File: src/rtl/jtag_shift_ctrl_if.sv
// Command/status bus between the VME JTAG command decoder (master) and the
// chain sequencer (slave).
interface jtag_shift_ctrl_if;
  logic        STRB;
  logic        RESET_CMD;
  logic        INSTR;
  logic        HEADER;
  logic        TRAILER;
  logic [3:0]  NBITS;
  logic [15:0] DIN;
  logic        BUSY;
  logic        DONE;
  logic [15:0] TDO_REG;

  modport master (
    output STRB, RESET_CMD, INSTR, HEADER, TRAILER, NBITS, DIN,
    input  BUSY, DONE, TDO_REG
  );

  modport slave (
    input  STRB, RESET_CMD, INSTR, HEADER, TRAILER, NBITS, DIN,
    output BUSY, DONE, TDO_REG
  );
endinterface

File: src/rtl/jtag_shift_ctrl.sv
// JTAG chain sequencer: runs one VME JTAG command (TAP reset or a 1-16 bit
// shift with optional IR/DR header and trailer) and captures TDO.
module jtag_shift_ctrl #(
  parameter int CLKDIV = 2
) (
  input  logic               FPGACLK,
  input  logic               RST_B,
  input  logic               TDO,
  output logic               TCK,
  output logic               TMS,
  output logic               TDI,
  jtag_shift_ctrl_if.slave   bus
);

  typedef enum logic [2:0] {IDLE, TRST, HDR, SHIFT, TRL} state_e;

  localparam logic [3:0] DIV_LAST = 4'(CLKDIV - 1);

  state_e      state_q;
  logic [3:0]  cnt_q;
  logic        hi_q;
  logic [3:0]  bit_q;
  logic        instr_q;
  logic        trailer_q;
  logic [3:0]  nbits_q;
  logic [15:0] din_q;
  logic        tck_q;
  logic        tms_q;
  logic        tdi_q;
  logic        busy_q;
  logic        done_q;
  logic [15:0] tdo_reg_q;

  state_e      start_d;
  state_e      next_d;

  function automatic logic [3:0] last_idx(state_e s, logic instr, logic [3:0] nbits);
    case (s)
      TRST:    return 4'd5;
      HDR:     return instr ? 4'd3 : 4'd2;
      SHIFT:   return nbits;
      TRL:     return 4'd1;
      default: return 4'd0;
    endcase
  endfunction

  function automatic logic tms_at(state_e s, logic [3:0] k, logic instr,
                                  logic trailer, logic [3:0] nbits);
    case (s)
      TRST:    return (k != 4'd5);
      HDR:     return instr ? (k < 4'd2) : (k == 4'd0);
      SHIFT:   return trailer && (k == nbits);
      TRL:     return (k == 4'd0);
      default: return 1'b0;
    endcase
  endfunction

  function automatic logic tdi_at(state_e s, logic [3:0] k, logic [15:0] din);
    return (s == SHIFT) ? din[k] : 1'b0;
  endfunction

  function automatic state_e next_of(state_e s, logic trailer);
    case (s)
      HDR:     return SHIFT;
      SHIFT:   return trailer ? TRL : IDLE;
      default: return IDLE;
    endcase
  endfunction

  assign start_d = bus.RESET_CMD ? TRST : (bus.HEADER ? HDR : SHIFT);
  assign next_d  = next_of(state_q, trailer_q);

  // Sequencer: TCK phase timing, TMS/TDI generation, TDO capture, handshake.
  always_ff @(posedge FPGACLK) begin
    if (!RST_B) begin
      state_q   <= IDLE;
      cnt_q     <= 4'd0;
      hi_q      <= 1'b0;
      bit_q     <= 4'd0;
      instr_q   <= 1'b0;
      trailer_q <= 1'b0;
      nbits_q   <= 4'd0;
      din_q     <= 16'h0000;
      tck_q     <= 1'b0;
      tms_q     <= 1'b0;
      tdi_q     <= 1'b0;
      busy_q    <= 1'b0;
      done_q    <= 1'b0;
      tdo_reg_q <= 16'h0000;
    end else begin
      done_q <= 1'b0;
      case (state_q)
        IDLE: begin
          tck_q <= 1'b0;
          if (bus.STRB) begin
            state_q   <= start_d;
            instr_q   <= bus.INSTR;
            trailer_q <= bus.TRAILER;
            nbits_q   <= bus.NBITS;
            din_q     <= bus.DIN;
            busy_q    <= 1'b1;
            cnt_q     <= 4'd0;
            hi_q      <= 1'b0;
            bit_q     <= 4'd0;
            tms_q     <= tms_at(start_d, 4'd0, bus.INSTR, bus.TRAILER, bus.NBITS);
            tdi_q     <= tdi_at(start_d, 4'd0, bus.DIN);
            // Bits above the new shift length must not show stale capture data.
            if (!bus.RESET_CMD) begin
              tdo_reg_q <= tdo_reg_q & ~(16'hFFFE << bus.NBITS);
            end
          end
        end
        default: begin
          if (cnt_q != DIV_LAST) begin
            cnt_q <= cnt_q + 4'd1;
          end else begin
            cnt_q <= 4'd0;
            if (!hi_q) begin
              hi_q  <= 1'b1;
              tck_q <= 1'b1;
            end else begin
              hi_q  <= 1'b0;
              tck_q <= 1'b0;
              if (state_q == SHIFT) begin
                tdo_reg_q[bit_q] <= TDO;
              end
              if (bit_q != last_idx(state_q, instr_q, nbits_q)) begin
                bit_q <= bit_q + 4'd1;
                tms_q <= tms_at(state_q, bit_q + 4'd1, instr_q, trailer_q, nbits_q);
                tdi_q <= tdi_at(state_q, bit_q + 4'd1, din_q);
              end else if (next_d == IDLE) begin
                state_q <= IDLE;
                busy_q  <= 1'b0;
                done_q  <= 1'b1;
                tms_q   <= 1'b0;
                tdi_q   <= 1'b0;
              end else begin
                state_q <= next_d;
                bit_q   <= 4'd0;
                tms_q   <= tms_at(next_d, 4'd0, instr_q, trailer_q, nbits_q);
                tdi_q   <= tdi_at(next_d, 4'd0, din_q);
              end
            end
          end
        end
      endcase
    end
  end

  assign TCK         = tck_q;
  assign TMS         = tms_q;
  assign TDI         = tdi_q;
  assign bus.BUSY    = busy_q;
  assign bus.DONE    = done_q;
  assign bus.TDO_REG = tdo_reg_q;

endmodule

File: src/flat_wrapper.sv
// flat-port wrapper written by rule: the top's interface ports become plain ports
module jtag_shift_ctrl_flat 
#(
  parameter int CLKDIV = 2
)
  (FPGACLK, RST_B, TDO, TCK, TMS, TDI, bus_STRB, bus_RESET_CMD, bus_INSTR, bus_HEADER, bus_TRAILER, bus_NBITS, bus_DIN, bus_BUSY, bus_DONE, bus_TDO_REG);
  jtag_shift_ctrl_if bus_i ();
  input  logic FPGACLK;
  input  logic RST_B;
  input  logic TDO;
  output logic TCK;
  output logic TMS;
  output logic TDI;
  input wire logic [$bits(bus_i.STRB)-1:0] bus_STRB;
  input wire logic [$bits(bus_i.RESET_CMD)-1:0] bus_RESET_CMD;
  input wire logic [$bits(bus_i.INSTR)-1:0] bus_INSTR;
  input wire logic [$bits(bus_i.HEADER)-1:0] bus_HEADER;
  input wire logic [$bits(bus_i.TRAILER)-1:0] bus_TRAILER;
  input wire logic [$bits(bus_i.NBITS)-1:0] bus_NBITS;
  input wire logic [$bits(bus_i.DIN)-1:0] bus_DIN;
  output wire logic [$bits(bus_i.BUSY)-1:0] bus_BUSY;
  output wire logic [$bits(bus_i.DONE)-1:0] bus_DONE;
  output wire logic [$bits(bus_i.TDO_REG)-1:0] bus_TDO_REG;
  assign bus_i.STRB = bus_STRB;
  assign bus_i.RESET_CMD = bus_RESET_CMD;
  assign bus_i.INSTR = bus_INSTR;
  assign bus_i.HEADER = bus_HEADER;
  assign bus_i.TRAILER = bus_TRAILER;
  assign bus_i.NBITS = bus_NBITS;
  assign bus_i.DIN = bus_DIN;
  assign bus_BUSY = bus_i.BUSY;
  assign bus_DONE = bus_i.DONE;
  assign bus_TDO_REG = bus_i.TDO_REG;
  jtag_shift_ctrl #(.CLKDIV(CLKDIV)) u_core (.FPGACLK(FPGACLK), .RST_B(RST_B), .TDO(TDO), .TCK(TCK), .TMS(TMS), .TDI(TDI), .bus(bus_i));
endmodule
File: config.mk
export PLATFORM = sky130hd
export DESIGN_NAME = jtag_shift_ctrl_flat
export DESIGN_NICKNAME = d
export VERILOG_FILES = /design/src/rtl/jtag_shift_ctrl_if.sv /design/src/rtl/jtag_shift_ctrl.sv /design/src/flat_wrapper.sv
export SDC_FILE = /design/constraint.sdc
export NUM_CORES = 1
export LEC_CHECK = 0
export ABC_AREA = 1
export BUFFER_PORTS_ARGS = -buffer_cell sky130_fd_sc_hd__buf_2
export CAP_MARGIN = 20
export CORE_MARGIN = 2
export CORE_UTILIZATION = 45
export CTS_BUF_LIST = sky130_fd_sc_hd__clkbuf_4
export CTS_CLUSTER_DIAMETER = 80
export CTS_CLUSTER_SIZE = 25
export DETAILED_ROUTE_END_ITERATION = 8
export GPL_TIMING_DRIVEN = 0
export HOLD_SLACK_MARGIN = 0.03
export PLACE_DENSITY = 0.65
export SKIP_CTS_REPAIR_TIMING = 1
export SYNTH_ARGS = -nofsm -noshare
export SYNTH_HDL_FRONTEND = slang
export SYNTH_SLANG_ARGS = --single-unit
File: constraint.sdc
create_clock -name FPGACLK -period 2.95 [get_ports FPGACLK]
set_clock_uncertainty 0.1 [all_clocks]
set_input_delay 0.59 -clock FPGACLK [delete_from_list [all_inputs] [get_ports FPGACLK]]
set_output_delay 0.59 -clock FPGACLK [all_outputs]
set_load 0.02 [all_outputs]
==> results of run 1 <==
how the worst max path moves through the flow:
stage / startpoint / to / slack [ps] / cells past startpoint
final: u_core.bit_q[0]$_SDFFE_PN0P_ / u_core.TDI$_SDFFE_PN0P_ / 430 / 13
after global routing: u_core.bit_q[0]$_SDFFE_PN0P_ / u_core.TDI$_SDFFE_PN0P_ / 200 / 13
after CTS: u_core.bit_q[0]$_SDFFE_PN0P_ / u_core.TDI$_SDFFE_PN0P_ / 280 / 14
after detailed placement: u_core.bit_q[0]$_SDFFE_PN0P_ / u_core.TDI$_SDFFE_PN0P_ / 350 / 14
after global placement: u_core.bit_q[0]$_SDFFE_PN0P_ / u_core.TMS$_SDFFE_PN0P_ / 330 / 13
after floorplan: u_core.bit_q[0]$_SDFFE_PN0P_ / u_core.TMS$_SDFFE_PN0P_ / 920 / 13
cell usage in the layout, fill, tap and decap left out, types with 2 or more instances in the layout:
cell / count
nand2_1: 88
a21oi_1: 61
buf_2: 56
dfxtp_1: 55
inv_1: 46
o21ai_0: 43
nand3_1: 43
nor2_1: 24
nand4_1: 11
o21ai_1: 10
ha_1: 10
inv_2: 7
clkbuf_1: 7
clkbuf_4: 5
nor3_1: 4
nand2_2: 4
buf_6: 3
nor2_4: 3
nor2_2: 3
xor2_1: 3
buf_4: 2
clkinv_1: 2
nand2_4: 2
o21ai_2: 2
o211ai_1: 2
a31oi_1: 2
inv_6: 2
state kept, by name (all words and copies together) (netlist names):
register            count
u_core.TCK              1
u_core.TDI              1
u_core.TMS              1
u_core.bit_q            4
u_core.bus.BUSY         1
u_core.bus.DONE         1
u_core.bus.TDO_REG     16
u_core.cnt_q            4
u_core.din_q           16
u_core.hi_q             1
u_core.instr_q          1
u_core.nbits_q          4
u_core.state_q          3
u_core.trailer_q        1
layout make-up:
type                       count  area share
buffer                        21      0.0333
clock inverter                 3     0.00631
clock buffer                   5      0.0105
inverter                      55      0.0578
timing repair buffer          48      0.0673
sequential                    55       0.308
multi-input combinational    330       0.483
tap                           96      0.0336
cells by family after synthesis:
| family | share of synthesized area |
|---|---|
| and+or+nand+nor | 0.276 |
| AOI/OAI and AO/OA | 0.220 |
| buffers and inverters | 0.104 |
| DFF | 0.349 |
| adders and majority gates | 0.0397 |
| xor gates and xnor gates | 0.0111 |
worst min-delay path, stage by stage:
cell and delay, ps:
buf_2 100, nand3_1 70, a21oi_1 60
power groups by stage:
stage	Clock, mW	Sequential [mW]	Combinational (mW)
2_1_floorplan	0	0.964	0.819
3_3_place_gp	0	0.946	1.13
3_5_place_dp	0	0.950	1.14
4_1_cts	0.373	0.934	1.15
5_1_grt	0.401	0.949	1.29
6_report	0.365	0.935	1.16
metal layers:
layer,part of all wire,vias up,track usage
li1,-,1647,-
met1,0.46,1537,0.351
met2,0.44,126,0.393
met3,0.080,14,0.0396
met4,0.020,0,0.0671
met5,0,-,0
==> results.tsv, run 1 <==
stage	metric	value	unit
run_status	status	finished, final reports clean	
grt	overflow left after global routing	0	
synth	most common flop cell mapped by yosys	dfxtp_1	
critical_path	worst reg2reg startpoint	u_core.bit_q[0]$_SDFFE_PN0P_	
timing	Slew HR	0.539	
clock_tree	CTS Root Cell	clkbuf_4	
floorplan	Die ar.	7690	um^2
timing	Max Freq	396	MHz
timing	final slew viol count	0	
synth	Yosys cell types	41	
grt	initial antenna violation count	0	
floorplan	# IOs	49	
critical_path	CP delay by family, top	buffers and inverters	
clock_tree	number of clock buffers inserted by TritonCTS	5	
power_and_ir_drop	Flop pwr share	0.379	
clock_tree	clock sink count	55	
final_layout	Reg area	1100	um^2
synth	Avg Cell Area, Syn	6.83	um^2
critical_path	slowest stage delay, CP	600	ps
placement	dpl ws	348	ps
critical_path	R2R depth	13	
timing	Final Cycle Share	0.855	
critical_path	Critical Path, Cell by Cell	buf_2, inv_1, ha_1, inv_1, a21oi_1, o21ai_0, nand3_1, nand3_1, nand2_1, nand3_1, nand3_1, nand2_1, inv_1	
critical_path	worst-path fanout max	10	
synth	post-synthesis instance total	462	
worst_hold_path	Hold Path Class	in2reg	
clock_tree	H-tree depth	2	
timing	Final Hold Viols	0	
timing	RSZ-0062 raised after global routing	false	
critical_path	crit-path most repeated cell	nand3_1	
floorplan	initial core utilization	0.464	
critical_path	Setup crit end kind	register	
critical_path	Worst Path Required	3190	ps
floorplan	Core Rows	30	
final_layout	Core Util, Final	0.526	
synth	synth top area cells	dfxtp_1 35%, nand2_1 10%, a21oi_1 9.7%	
worst_hold_path	hold endpoint	u_core.din_q[5]$_SDFFE_PN0P_	
power_and_ir_drop	Sw Share	0.457	
placement	detailed placement HPWL	6.94	mm
critical_path	FF-to-FF setup slack	430	ps
clock_tree	TritonCTS clock tree	yes	
synth	syn_nets	500	
final_layout	post-route cell area	3570	um^2
routing	Routed WL	9.24	mm
critical_path	Crit Path Class	reg2reg	
run	Max Cap Violations	0	
critical_path	worst r2r dst	u_core.TDI$_SDFFE_PN0P_	
routing	ANT nets after route	0	
synth	Ys Warns	0	
floorplan	Core ar.	6790	um^2
grt	Global Route Usage Sum	0.248	
final_layout	Area Overhead vs Synth	13.2	%
clock_tree	clk_lat worst skew	390	ps
routing	vias per std cell	5.42	
clock_tree	clock buffer depth	2	
worst_hold_path	critical hold path startpoint	bus_DIN[5]	
timing	Worst Max-Slew Pin Slew	692	ps
grt	pin count of the biggest net entering global routing	19	
worst_hold_path	WHS Path Cells	3	
final_layout	area of the multi-input gates	1720	um^2
timing	Fin Hold WS	344	ps
final_layout	final std cells w/o fill	613	
timing	final count of negative-setup-slack endpoints	0	
power_and_ir_drop	VDD IR max	314	uV
final_layout	ANT cells	0	
power_and_ir_drop	PwrDens	690	nW/um^2
critical_path	Critical Path AT	2770	ps
synth	synthesized area	3150	um^2
floorplan	Vert. Die Dim	87.7	um
synth	top cells by count, synth	88 x nand2_1, 61 x a21oi_1, 55 x dfxtp_1	
power_and_ir_drop	Design Power	2.46	mW
critical_path	CP max stage cell	ha_1	
power_and_ir_drop	P_sw	1.13	mW
power_and_ir_drop	clock share of power	0.148	
synth	Seq cells post-synth	55	
routing	iteration count of the initial detailed-routing pass	5	
final_layout	nets@finish	554	
critical_path	startpoint types	register	
placement	Placed Cells	606	
critical_path	Buf/Inv on CP	4	
grt	first-pass GRT wire length	15.0	mm
synth	Post-synth EDFFs	0	
final_layout	layout cells sized above 1	0.184	
placement	Final GP Congestion	0.914	
placement	placed inst area	3510	um^2
routing	Initial DRC Count	282	
routing	DR DRC count	0	
routing	via count	3324	
final_layout	fillers	725	
synth	sequential area share after synthesis	0.349	
synth	Synth area leader	dfxtp_1	
power_and_ir_drop	Cell Int Power	1.34	mW
power_and_ir_drop	Leak	1.52	nW
synth	cell with the most instances after synthesis	nand2_1	
power_and_ir_drop	combinational fraction of design power	0.473	
floorplan	die width	87.7	um
synth	Yosys top cell area share	0.349	
timing	TNS Setup	0	ps
routing	WL/cell	15.1	um
clock_tree	clk slew on worst S/H paths	180	ps
timing	min setup slack post-route	427	ps
placement	Port Buf Inserts	48	
timing	fin crit period	2520	ps
grt	vias in the first global route	3023	
synth	fraction of registers with async set/reset	0	
Power figures use the tool's default switching activity.
==> run 2: changes to the inputs <==
--- a/config.mk
+++ b/config.mk
@@ -8,7 +8,8 @@
 export ABC_AREA = 1
 export BUFFER_PORTS_ARGS = -buffer_cell sky130_fd_sc_hd__buf_2
 export CAP_MARGIN = 20
-export CORE_MARGIN = 2
+export CORE_ASPECT_RATIO = 0.7
+export CORE_MARGIN = 8
 export CORE_UTILIZATION = 45
 export CTS_BUF_LIST = sky130_fd_sc_hd__clkbuf_4
 export CTS_CLUSTER_DIAMETER = 80
==> run 2 against run 1 <==
Against the previous run:
- setup slack lost 15 ps
- sequential share of layout area grew 0.098 points
- clock power decreased by 9.9%
- core utilization rose by 0.13 points
- non-clock buffer count unchanged
- hold slack improved by 14 ps
- maximum frequency shrank 0.59%
- register-to-register slack hardly changed
- routed wire length up 5.0%
- critical path depth rose by 1
- largest power group unchanged
- highest routed layer unchanged
==> results.tsv, run 2 (synthesis results as in run 1) <==
stage	metric	value	unit
run_status	status	finished, final reports clean	
final_layout	commonest non-fill, non-tap cell in the layout	nand2_1	
timing	RSZ-0062 raised after global routing	false	
critical_path	startpoint types	register	
floorplan	Core ar.	6760	um^2
timing	fin crit period	2540	ps
critical_path	CP delay by family, top	simple AND/OR/NAND/NOR gates	
critical_path	Critical Path, Cell by Cell	buf_2, inv_1, ha_1, o21ai_0, nand2_1, nand2_1, nand2_1, nand2_1, inv_1, nand2_1, nand2_1, nand2_1, nand2_1, a21oi_1	
final_layout	final std cells w/o fill	610	
final_layout	layout cells sized above 1	0.182	
timing	Slew HR	0.591	
critical_path	Critical Path Stages	14	
floorplan	# IOs	49	
timing	Fin Hold WS	358	ps
clock_tree	number of clock buffers inserted by TritonCTS	5	
floorplan	initial core utilization	0.467	
timing	Final Hold Viols	0	
critical_path	Crit. Startpoint	u_core.bit_q[0]$_SDFFE_PN0P_	
run	Max Cap Violations	0	
routing	WL/cell	15.9	um
placement	Port Buf Inserts	48	
placement	dpl ws	306	ps
routing	iteration count of the initial detailed-routing pass	5	
placement	Placed Cells	604	
final_layout	nets@finish	554	
floorplan	Die ar.	9990	um^2
timing	final count of negative-setup-slack endpoints	0	
power_and_ir_drop	PwrDens	687	nW/um^2
floorplan	Core Rows	25	
critical_path	Crit Path Class	reg2reg	
critical_path	CP max stage cell	ha_1	
routing	Initial DRC Count	294	
floorplan	die width	116	um
critical_path	worst r2r dst	u_core.TMS$_SDFFE_PN0P_	
clock_tree	clk_lat worst skew	380	ps
worst_hold_path	Hold Path Class	in2reg	
placement	placed inst area	3510	um^2
power_and_ir_drop	Design Power	2.45	mW
critical_path	worst-path fanout max	10	
routing	Routed WL	9.70	mm
final_layout	ANT cells	0	
timing	TNS Setup	0	ps
clock_tree	H-tree depth	2	
grt	Global Route Usage Sum	0.196	
worst_hold_path	WHS Path Cells	3	
grt	pin count of the biggest net entering global routing	17	
timing	Max Freq	394	MHz
grt	initial antenna violation count	0	
final_layout	Core Util, Final	0.527	
clock_tree	TritonCTS clock tree	yes	
critical_path	Worst Path Required	3150	ps
power_and_ir_drop	Leak	1.51	nW
placement	detailed placement HPWL	7.56	mm
critical_path	worst reg2reg startpoint	u_core.bit_q[0]$_SDFFE_PN0P_	
clock_tree	CTS Root Cell	clkbuf_4	
final_layout	Area Overhead vs Synth	12.9	%
timing	min setup slack post-route	412	ps
critical_path	FF-to-FF setup slack	410	ps
critical_path	Setup crit end kind	register	
grt	vias in the first global route	3063	
clock_tree	clock sink count	55	
critical_path	critical path capture point	u_core.TMS$_SDFFE_PN0P_	
floorplan	Vert. Die Dim	86.0	um
clock_tree	clk slew on worst S/H paths	160	ps
critical_path	R2R depth	14	
final_layout	post-route cell area	3560	um^2
critical_path	crit-path most repeated cell	nand2_1	
timing	Final Cycle Share	0.860	
grt	first-pass GRT wire length	15.5	mm
routing	vias per std cell	5.40	
clock_tree	clock buffer depth	2	
routing	DR DRC count	0	
placement	Final GP Congestion	0.957	
critical_path	Buf/Inv on CP	3	
critical_path	Critical Path AT	2740	ps
power_and_ir_drop	VDD IR max	352	uV
timing	Worst Max-Slew Pin Slew	614	ps
routing	ANT nets after route	0	
critical_path	slowest stage delay, CP	510	ps
timing	final slew viol count	0	
grt	overflow left after global routing	0	
final_layout	most frequent cells in the layout	88 x nand2_1, 61 x a21oi_1, 56 x buf_2	
routing	via count	3293	
-- run 2: changes by cell type in the layout (fill, tap and decap cells not counted) --
cell	delta
inv_6	-2
clkinv_4	+1
-- run 2: metal layers --
metal | wire length (um) | part of all wire | global-route usage | vias up
met5 | 0 | 0 | 0 | -
met4 | 51 | 0.0053 | 0.0305 | 0
met3 | 838 | 0.086 | 0.0400 | 7
met2 | 3990 | 0.41 | 0.279 | 122
met1 | 4820 | 0.50 | 0.296 | 1516
li1 | - | - | - | 1648
-- run 2: how the worst min path moves through the flow --
stage	from	endpoint
final	bus_DIN[10]	u_core.din_q[10]$_SDFFE_PN0P_
after global routing	bus_DIN[1]	u_core.din_q[1]$_SDFFE_PN0P_
after CTS	bus_DIN[10]	u_core.din_q[10]$_SDFFE_PN0P_
after global placement	u_core.bus.TDO_REG[0]$_SDFFE_PN0P_	u_core.bus.TDO_REG[0]$_SDFFE_PN0P_
after detailed placement	u_core.bus.TDO_REG[0]$_SDFFE_PN0P_	u_core.bus.TDO_REG[0]$_SDFFE_PN0P_
after floorplan	u_core.din_q[14]$_SDFFE_PN0P_	u_core.din_q[14]$_SDFFE_PN0P_
-- run 2: where the power goes --
part / internal, mW / switching, mW / leakage (nW)
Sequential: 0.864 / 0.0695 / 0.449
Clock: 0.0894 / 0.239 / 0.0310
Combinational: 0.375 / 0.809 / 1.03
-- run 2: layout make-up --
class                      instances  area (um^2)
fill                             725         3200
clock buffer                       5         37.5
clock inverter                     2         13.8
inverter                          55          206
timing repair buffer              48          240
sequential                        55         1100
tap                               94          118
multi-input combinational        330         1720
buffer                            21          119
-- run 2: tightest hold or removal path: stages --
cell and delay, ps:
buf_2 100, nand3_1 70, a21oi_1 60
==> run 3: changes to the inputs <==
--- a/config.mk
+++ b/config.mk
@@ -10,15 +10,16 @@
 export CAP_MARGIN = 20
 export CORE_ASPECT_RATIO = 0.7
 export CORE_MARGIN = 8
-export CORE_UTILIZATION = 45
+export CORE_UTILIZATION = 59
 export CTS_BUF_LIST = sky130_fd_sc_hd__clkbuf_4
 export CTS_CLUSTER_DIAMETER = 80
 export CTS_CLUSTER_SIZE = 25
 export DETAILED_ROUTE_END_ITERATION = 8
 export GPL_TIMING_DRIVEN = 0
 export HOLD_SLACK_MARGIN = 0.03
-export PLACE_DENSITY = 0.65
+export PLACE_DENSITY = 0.81
 export SKIP_CTS_REPAIR_TIMING = 1
 export SYNTH_ARGS = -nofsm -noshare
 export SYNTH_HDL_FRONTEND = slang
 export SYNTH_SLANG_ARGS = --single-unit
+export TNS_END_PERCENT = 20
==> constraint.sdc (replaced) <==
create_clock -name FPGACLK -period 2.95 [get_ports FPGACLK]
set_clock_uncertainty 0.1 [all_clocks]
set_input_delay 0.1475 -clock FPGACLK [delete_from_list [all_inputs] [get_ports FPGACLK]]
set_output_delay 0.1475 -clock FPGACLK [all_outputs]
set_load 0.02 [all_outputs]
==> run 3 against run 2 <==
Against the previous run:
- die area shrank 20%
- critical path depth is the same
- largest cell class unchanged
- critical path type unchanged
- setup slack lost 170 ps
==> results.tsv, run 3 (synthesis results as in run 1) <==
stage	metric	value	unit
routing	Initial DRC Count	486	
run	Max Cap Violations	0	
routing	WL/cell	17.0	um
timing	Max Freq	370	MHz
final_layout	layout cells sized above 1	0.174	
timing	fin crit period	2700	ps
grt	pin count of the biggest net entering global routing	18	
power_and_ir_drop	PwrDens	670	nW/um^2
power_and_ir_drop	VDD IR max	594	uV
timing	Final Cycle Share	0.917	
clock_tree	clk_lat worst skew	380	ps
floorplan	Core Rows	22	
placement	detailed placement HPWL	7.35	mm
floorplan	initial core utilization	0.606	
power_and_ir_drop	P_sw	1.17	mW
floorplan	Core ar.	5200	um^2
final_layout	commonest non-fill, non-tap cell in the layout	nand2_1	
critical_path	Critical Path AT	2950	ps
power_and_ir_drop	Cell Int Power	1.36	mW
timing	Worst Max-Slew Pin Slew	643	ps
critical_path	slowest stage delay, CP	450	ps
placement	Port Buf Inserts	48	
routing	Routed WL	10.4	mm
timing	TNS Setup	0	ps
critical_path	Buf/Inv on CP	5	
power_and_ir_drop	Flop pwr share	0.373	
timing	Slew HR	0.571	
timing	min setup slack post-route	246	ps
floorplan	Die ar.	7980	um^2
critical_path	Worst Path Required	3190	ps
clock_tree	clock sink count	55	
grt	Global Route Usage Sum	0.243	
final_layout	most frequent cells in the layout	88 x nand2_1, 61 x a21oi_1, 56 x buf_2	
worst_hold_path	Hold Path Class	in2reg	
critical_path	Critical Path, Cell by Cell	buf_2, inv_1, ha_1, clkbuf_1, inv_1, a21oi_1, o21ai_0, nand3_1, nand3b_1, nand2_1, nand3_1, nand3_1, nand2_1, inv_1	
placement	dpl ws	397	ps
routing	DR DRC count	0	
final_layout	nets@finish	578	
timing	final slew viol count	0	
floorplan	# IOs	49	
timing	RSZ-0062 raised after global routing	false	
timing	final count of negative-setup-slack endpoints	0	
power_and_ir_drop	Sw Share	0.463	
power_and_ir_drop	combinational fraction of design power	0.490	
clock_tree	number of clock buffers inserted by TritonCTS	5	
power_and_ir_drop	clock share of power	0.137	
grt	overflow left after global routing	0	
grt	first-pass GRT wire length	15.3	mm
placement	Final GP Congestion	0.954	
routing	iteration count of the initial detailed-routing pass	7	
grt	vias in the first global route	3130	
clock_tree	TritonCTS clock tree	yes	
clock_tree	CTS Root Cell	clkbuf_4	
power_and_ir_drop	Leak	1.61	nW
clock_tree	clock buffer depth	2	
clock_tree	H-tree depth	2	
final_layout	ANT cells	0	
clock_tree	clk slew on worst S/H paths	160	ps
floorplan	die width	103	um
critical_path	worst-path fanout max	10	
critical_path	CP max stage cell	clkbuf_1	
routing	vias per std cell	5.84	
critical_path	CP delay by family, top	buffers and inverters	
routing	via count	3579	
power_and_ir_drop	Design Power	2.53	mW
timing	Final Hold Viols	0	
critical_path	Crit Path Class	reg2reg	
grt	initial antenna violation count	0	
floorplan	Vert. Die Dim	77.2	um
final_layout	Area Overhead vs Synth	19.6	%
critical_path	startpoint types	register	
final_layout	fillers	418	
critical_path	Setup crit end kind	register	
routing	ANT nets after route	0	
run_status	status	finished, final reports clean	
==> run 3: changes by cell type in the layout (fill, tap and decap cells not counted) <==
cell | before | now
clkbuf_1 | 7 | 8
clkinv_1 | 2 | 3
clkinv_2 | 1 | 0
clkinvlp_4 | 0 | 1
dlygate4sd3_1 | 0 | 23
==> run 3: worst reg2reg max path: cells and delay by family (launching register included) <==
family	cells	cell delay, ps
flip-flops	1	430
buffers and inverters	5	1080
AND/OR/NAND/NOR	6	510
AO/OA/AOI/OAI	2	230
adder cells (fa/ha/maj)	1	330
==> run 3: power by group through the flow <==
| stage | clock [mW] | sequential (mW) | combinational [mW] |
|---|---|---|---|
| 2_1_floorplan | 0 | 0.964 | 0.819 |
| 3_3_place_gp | 0 | 0.944 | 1.13 |
| 3_5_place_dp | 0 | 0.950 | 1.15 |
| 4_1_cts | 0.343 | 0.933 | 1.15 |
| 5_1_grt | 0.369 | 0.953 | 1.35 |
| 6_report | 0.346 | 0.943 | 1.24 |
==> run 3: area by class of cell <==
type | instances | area [um^2] | share of cell area
sequential | 55 | 1100 | 0.292
clock inverter | 3 | 20.0 | 0.00531
clock buffer | 5 | 37.5 | 0.00995
multi-input combinational | 330 | 1720 | 0.457
inverter | 55 | 206 | 0.0547
tap | 72 | 90.1 | 0.0239
timing repair buffer | 71 | 470 | 0.125
buffer | 22 | 123 | 0.0325
==> run 3: worst paths after layout <==
path	from	endpoint	slack (ps)	cells past startpoint
worst max-delay path	u_core.bit_q[0]$_SDFFE_PN0P_	u_core.TDI$_SDFFE_PN0P_	250	14
worst max register to register	u_core.bit_q[0]$_SDFFE_PN0P_	u_core.TDI$_SDFFE_PN0P_	250	14
worst min-delay path	bus_TRAILER	u_core.trailer_q$_SDFFE_PN0P_	20	3
worst min register to register	u_core.bus.TDO_REG[0]$_SDFFE_PN0P_	u_core.bus.TDO_REG[0]$_SDFFE_PN0P_	360	2
==> run 3: per-stage QoR <==
| stage | instance area, um^2 | util | hold slack (ps) | cells |
|---|---|---|---|---|
| 2_1_floorplan | 3150 | - | 215 | 462 |
| 3_3_place_gp | 3480 | 0.670 | 322 | 582 |
| 3_5_place_dp | 3480 | 0.670 | 327 | 582 |
| 4_1_cts | 3540 | 0.681 | -93.9 | 590 |
| 5_1_grt | 3770 | 0.725 | 46.4 | 613 |
| 6_report | 3770 | 0.725 | 16.6 | 613 |
==> run 3: layer usage <==
layer,global-route usage,up-vias,part of all wire
li1,-,1700,-
met1,0.359,1634,0.43
met5,0,-,0
met2,0.333,229,0.43
met3,0.0568,16,0.13
met4,0.0705,0,0.015
